$ cat config.mk
export PLATFORM = sky130hd
export DESIGN_NAME = adder_arbiter
export DESIGN_NICKNAME = d
export VERILOG_FILES = /design/src/rtl/adder_arbiter.sv
export SDC_FILE = /design/constraint.sdc
export NUM_CORES = 1
export LEC_CHECK = 0
export ABC_AREA = 1
export BUFFER_PORTS_ARGS = -buffer_cell sky130_fd_sc_hd__buf_2
export CORE_ASPECT_RATIO = 1.4
export CORE_MARGIN = 4
export CORE_UTILIZATION = 49
export DETAILED_ROUTE_END_ITERATION = 7
export PLACE_DENSITY_LB_ADDON = 0.25
export SYNTH_ARGS = -nofsm -noshare
export SYNTH_HDL_FRONTEND = slang
export SYNTH_SLANG_ARGS = --single-unit
$ cat constraint.sdc
create_clock -name i_clock -period 3.45 [get_ports i_clock]
set_input_delay 0.69 -clock i_clock [delete_from_list [all_inputs] [get_ports i_clock]]
set_output_delay 0.69 -clock i_clock [all_outputs]
set_load 0.03 [all_outputs]
$ cat src/rtl/adder_arbiter.sv
// Round-robin arbiter sharing one combinational adder between several clients.
// The winning client's operands pass through the single Adder instance. The
// result is captured in an output register and held under valid/ready.

// Plain unsigned adder; carry-out is the (BITS+1)th bit of the exact sum.
module Adder #(
    parameter int BITS = 8
) (
    input  logic [BITS-1:0] i_augend,
    input  logic [BITS-1:0] i_addend,
    output logic [BITS-1:0] o_sum,
    output logic            o_carry
);
    // Exact sum over BITS+1 bits.
    assign {o_carry, o_sum} = {1'b0, i_augend} + {1'b0, i_addend};
endmodule

// State table
//   state   | meaning
//   S_EMPTY | output register holds no unconsumed result (o_valid = 0)
//   S_FULL  | output register holds a result awaiting i_ready (o_valid = 1)
module adder_arbiter #(
    parameter int BITS       = 8,
    parameter int REQUESTERS = 4,
    parameter int INDEX_BITS = $clog2(REQUESTERS)
) (
    input  logic                       i_clock,
    input  logic                       i_reset,
    input  logic [REQUESTERS-1:0]      i_request,
    input  logic [REQUESTERS*BITS-1:0] i_augend,
    input  logic [REQUESTERS*BITS-1:0] i_addend,
    output logic [REQUESTERS-1:0]      o_grant,
    output logic                       o_valid,
    input  logic                       i_ready,
    output logic [BITS-1:0]            o_sum,
    output logic                       o_carry,
    output logic [INDEX_BITS-1:0]      o_requester
);

    typedef enum logic [0:0] {
        S_EMPTY = 1'b0,
        S_FULL  = 1'b1
    } state_t;

    state_t                r_state;
    state_t                w_state_next;
    logic [INDEX_BITS-1:0] r_pointer;
    logic [BITS-1:0]       r_sum;
    logic                  r_carry;
    logic [INDEX_BITS-1:0] r_requester;

    logic                  w_accept;
    logic                  w_found;
    logic                  w_grant_any;
    logic [INDEX_BITS-1:0] w_winner;
    logic [INDEX_BITS:0]   w_scan;
    logic [INDEX_BITS-1:0] w_pointer_next;
    logic [BITS-1:0]       w_augend;
    logic [BITS-1:0]       w_addend;
    logic [BITS-1:0]       w_sum;
    logic                  w_carry;

    // The register can take a new result when empty or being drained this cycle.
    assign w_accept = !i_reset && (!o_valid || i_ready);

    // Scan requests starting at the pointer, wrapping at REQUESTERS-1; the
    // scan index is kept one bit wider so non-power-of-two counts wrap cleanly.
    always_comb begin
        w_found  = 1'b0;
        w_winner = '0;
        w_scan   = '0;
        for (int i = 0; i < REQUESTERS; i++) begin
            w_scan = {1'b0, r_pointer} + (INDEX_BITS+1)'(i);
            if (w_scan >= (INDEX_BITS+1)'(REQUESTERS)) begin
                w_scan = w_scan - (INDEX_BITS+1)'(REQUESTERS);
            end
            if (!w_found && i_request[w_scan[INDEX_BITS-1:0]]) begin
                w_found  = 1'b1;
                w_winner = w_scan[INDEX_BITS-1:0];
            end
        end
    end

    assign w_grant_any    = w_accept && w_found;
    assign o_grant        = w_grant_any ? (REQUESTERS'(1) << w_winner) : '0;
    assign w_pointer_next = (w_winner == INDEX_BITS'(REQUESTERS - 1)) ?
                            '0 : (w_winner + INDEX_BITS'(1));

    assign w_augend = i_augend[int'(w_winner)*BITS +: BITS];
    assign w_addend = i_addend[int'(w_winner)*BITS +: BITS];

    Adder #(
        .BITS(BITS)
    ) u_adder (
        .i_augend(w_augend),
        .i_addend(w_addend),
        .o_sum   (w_sum),
        .o_carry (w_carry)
    );

    // State register; reset discards any held result.
    always_ff @(posedge i_clock) begin
        if (i_reset) begin
            r_state <= S_EMPTY;
        end else begin
            r_state <= w_state_next;
        end
    end

    // Next state: a grant always fills; draining without a grant empties.
    always_comb begin
        w_state_next = r_state;
        case (r_state)
            S_EMPTY: begin
                if (w_grant_any) begin
                    w_state_next = S_FULL;
                end
            end
            S_FULL: begin
                if (w_grant_any) begin
                    w_state_next = S_FULL;
                end else if (i_ready) begin
                    w_state_next = S_EMPTY;
                end
            end
            default: w_state_next = S_EMPTY;
        endcase
    end

    // Result and pointer load only on a grant; otherwise they hold.
    always_ff @(posedge i_clock) begin
        if (i_reset) begin
            r_sum       <= '0;
            r_carry     <= 1'b0;
            r_requester <= '0;
            r_pointer   <= '0;
        end else if (w_grant_any) begin
            r_sum       <= w_sum;
            r_carry     <= w_carry;
            r_requester <= w_winner;
            r_pointer   <= w_pointer_next;
        end
    end

    assign o_valid     = (r_state == S_FULL);
    assign o_sum       = r_sum;
    assign o_carry     = r_carry;
    assign o_requester = r_requester;

endmodule

==> out/qor.csv <==
stage,metric,value,unit
synthesis,"Avg Cell Area, Syn",5.61,µm²
floorplanning,top-level port count,87,
timing,final critical-path required period,3130,ps
synthesis,dominant combinational cell family by area after synthesis,simple AND/OR/NAND/NOR gates,
synthesis,post-synthesis simple-gate area fraction,48.1,%
timing,final worst setup slack,323,ps
clocking,count of hold-fix buffers inserted at cts,0,
final_layout,Layout Utilization,64.4,%
clocking,Num CTS Buffers,3,
synthesis,multiplexer area fraction after synthesis,0,%
worst_hold_path,type of the most critical hold path,flop to flop,
timing,Clock Skews,3.14,ps
floorplanning,Die H,84.6,µm
critical_path,"Data required, critical path",2760,ps
run,count of maximum capacitance violations,0,
final_layout,ratio of cells with drive above 1 in the final layout,26.0,%
timing,Least-Margin Pin Slew,336,ps
synthesis,post-synthesis adder-cell area fraction,8.28,%
timing,number of slew-limit violations in the final report,0,
floorplanning,x dimension of the die,62.7,µm
synthesis,ranking of synthesized cells by instance count,"sky130_fd_sc_hd__nand2_1, sky130_fd_sc_hd__inv_1, sky130_fd_sc_hd__nand3_1, sky130_fd_sc_hd__nand4_1, sky130_fd_sc_hd__dfxtp_1",
place,detailed placement HPWL,4210,µm
final_layout,layout overhead on the synthesized area,24.9,%
clocking,number of buffers between clock root and the deepest sink,2,
critical_path,library cell contributing the largest single delay on the critical path,sky130_fd_sc_hd__buf_4,
timing,share of the clock period used by the worst path after layout,90.6,%
clocking,Skew-Pair Late Insertion Delay,240,ps
critical_path,cell family contributing the most delay on the critical path,buffers and inverters,
clocking,clock root buffer master,sky130_fd_sc_hd__clkbuf_8,
clocking,CTS tree,yes,
timing,final hold vios,0,
floorplanning,placeable core region,3990,µm²
critical_path,Buf/Inv on CP,7,
timing,worst rel slew slack,77.6,%
final_layout,number of nets in the layout,535,
timing,number of failing setup endpoints in the final timing report,0,
critical_path,Critical Path Fanout Max,26,
synthesis,most frequent cell after synthesis,sky130_fd_sc_hd__nand2_1,
route,Initial DRT Pass Iterations,5,
clocking,CTS Sinks,14,
global_routing,global route total overflow,0,
route,routed vias,2503,
route,Detailed Route Iter0 Violations,102,
synthesis,flip-flop and latch count after synthesis,14,
synthesis,area fraction in compound gates after synthesis,5.18,%
synthesis,area share of the largest cell type after synthesis,18.5,%
critical_path,Crit. End Element,output pin,
place,Place WS,76.7,ps
run_status,status,finished clean,
floorplanning,DIE AREA,5310,µm²
route,per-cell routed wire length,10.6,µm
synthesis,post-synth cell types,26,
place,routability-driven placement congestion ratio,0.883,
synthesis,XOR/XNOR share of the synthesized area,2.56,%
synthesis,leading register cell type out of synthesis,sky130_fd_sc_hd__dfxtp_1,
critical_path,data arrival time of the critical path,2440,ps
global_routing,wire length of the first global-routing pass,8960,µm
critical_path,"Cell Chain, Critical Path",buf_2 -> inv_1 -> nand2_1 -> nand3_1 -> nand2_2 -> inv_1 -> nand2_1 -> nand2_2 -> nand3_4 -> buf_4 -> inv_1 -> ha_1 -> inv_1 -> nor2_1 -> buf_2,
route,via density per instance,5.08,
synthesis,number of instances in the synthesized netlist,366,
global_routing,Tot GR Track Use,19.4,%
global_routing,pin count of the biggest net entering global routing,35,
timing,highest achievable clock rate,0.320,GHz
route,Routed Antenna Nets,0,
critical_path,Worst setup SP type,input port,
route,final routed wirelength across all metal layers,5220,µm
critical_path,Stages on worst setup path,15,
floorplanning,standard-cell rows,27,
synthesis,post-synthesis cell area,2050,µm²
synthesis,number of synthesized flops with an enable pin,0,
synthesis,Synth async-reset ratio,0,%
synthesis,register area share after synthesis,13.6,%
critical_path,Crit Path Category,input port to output pin,
synthesis,Post-Syn Nets,450,
global_routing,initial antenna violation count,0,
synthesis,largest cells by area after synthesis,"sky130_fd_sc_hd__nand2_1, sky130_fd_sc_hd__inv_1, sky130_fd_sc_hd__dfxtp_1",
global_routing,vias in the first global route,2320,
place,number of I/O port buffers,86,
critical_path,slowest cell delay on critical path,260,ps
clocking,clock slew seen by the registers of the worst setup and hold paths,60,ps
critical_path,worst r2r path cells,19,
final_layout,count of inserted antenna diode cells,0,
clocking,total number of H-tree levels,1,
floorplanning,starting density of the core,51.5,%
worst_hold_path,Cells on Worst Hold Path,2,
route,residual DRC count,0,
synthesis,Yosys warnings,0,
critical_path,most common cell type on the critical path,sky130_fd_sc_hd__inv_1,
synthesis,most area-hungry cell type in the Yosys netlist,sky130_fd_sc_hd__nand2_1,
[stage by stage]
stage	instance area (µm²)	std cells	setup TNS, ps	hold WS, ps
after detailed placement	2470	484	0	451
after CTS	2520	488	0	460
after global placement	2470	484	0	450
after global routing	2570	493	-0.0229	490
after floorplan	2050	366	0	507
final	2570	493	0	461
[final cells by class]
class | instances | area, µm²
clock buffer | 4 | 55.1
fill | 400 | 1420
timing repair buffer | 97 | 517
multi-input combinational | 246 | 1320
tap | 43 | 53.8
inverter | 89 | 337
sequential | 14 | 282
[flip-flops by register name, summed over array words and instances, names as in the netlist]
name and cells:
o_requester 2, o_carry 1, r_pointer 2, o_sum 8
o_valid 1
[path summary, 6_finish.rpt]
| kind | start | to | slack [ps] |
|---|---|---|---|
| min reg2reg | o_sum[4] | o_sum[4] | 460 |
| max | i_request[3] | o_grant[3] | 320 |
| min | o_sum[4] | o_sum[4] | 460 |
| max reg2reg | r_pointer[0] | o_carry | 390 |
[metal layers]
metal  up-vias  wire, µm  part of all wire [%]  GRT usage (%)
met4         0        45                  0.86           4.42
met3         6       275                   5.3           2.14
met1      1100      2190                    42           22.0
met5         -         0                     0              0
li1       1317         -                     -              -
met2        80      2710                    52           37.9
[timing repair]
action	CTS	global route
buffers inserted	0	4
endpoints found under the hold margin	0	0
gates resized for setup	0	2
endpoints found under the setup margin	0	6
[kinds of logic after synthesis]
| logic type | Yosys count |
|---|---|
| AOI/OAI and AO/OA | 20 |
| DFF | 14 |
| buffers and inverters | 107 |
| adders and majority gates | 13 |
| xor gates and xnor gates | 6 |
| and+or+nand+nor | 206 |
[cell usage in the layout, fill, tap and decap left out, drive strengths merged, types with 2 or more instances in the layout]
cell type and count:
o21ai 9, a21o 2, xor2 3, nand3 53
clkbuf 4, buf 97, a21oi 8, inv 89
nor2 12, dfxtp 14, nand4 34, xnor2 3
ha 12, nand2 108
[worst reg2reg max path, delay by kind of cell, from the launching register on]
family | cells | cell delay (ps)
simple gates | 13 | 1160
buf+inv | 2 | 470
compound gates | 2 | 300
fa+ha+maj | 2 | 640
flops | 1 | 370
Power is not shown: default switching activity piles up to over one toggle a cycle in this logic, so the estimate is an artifact.
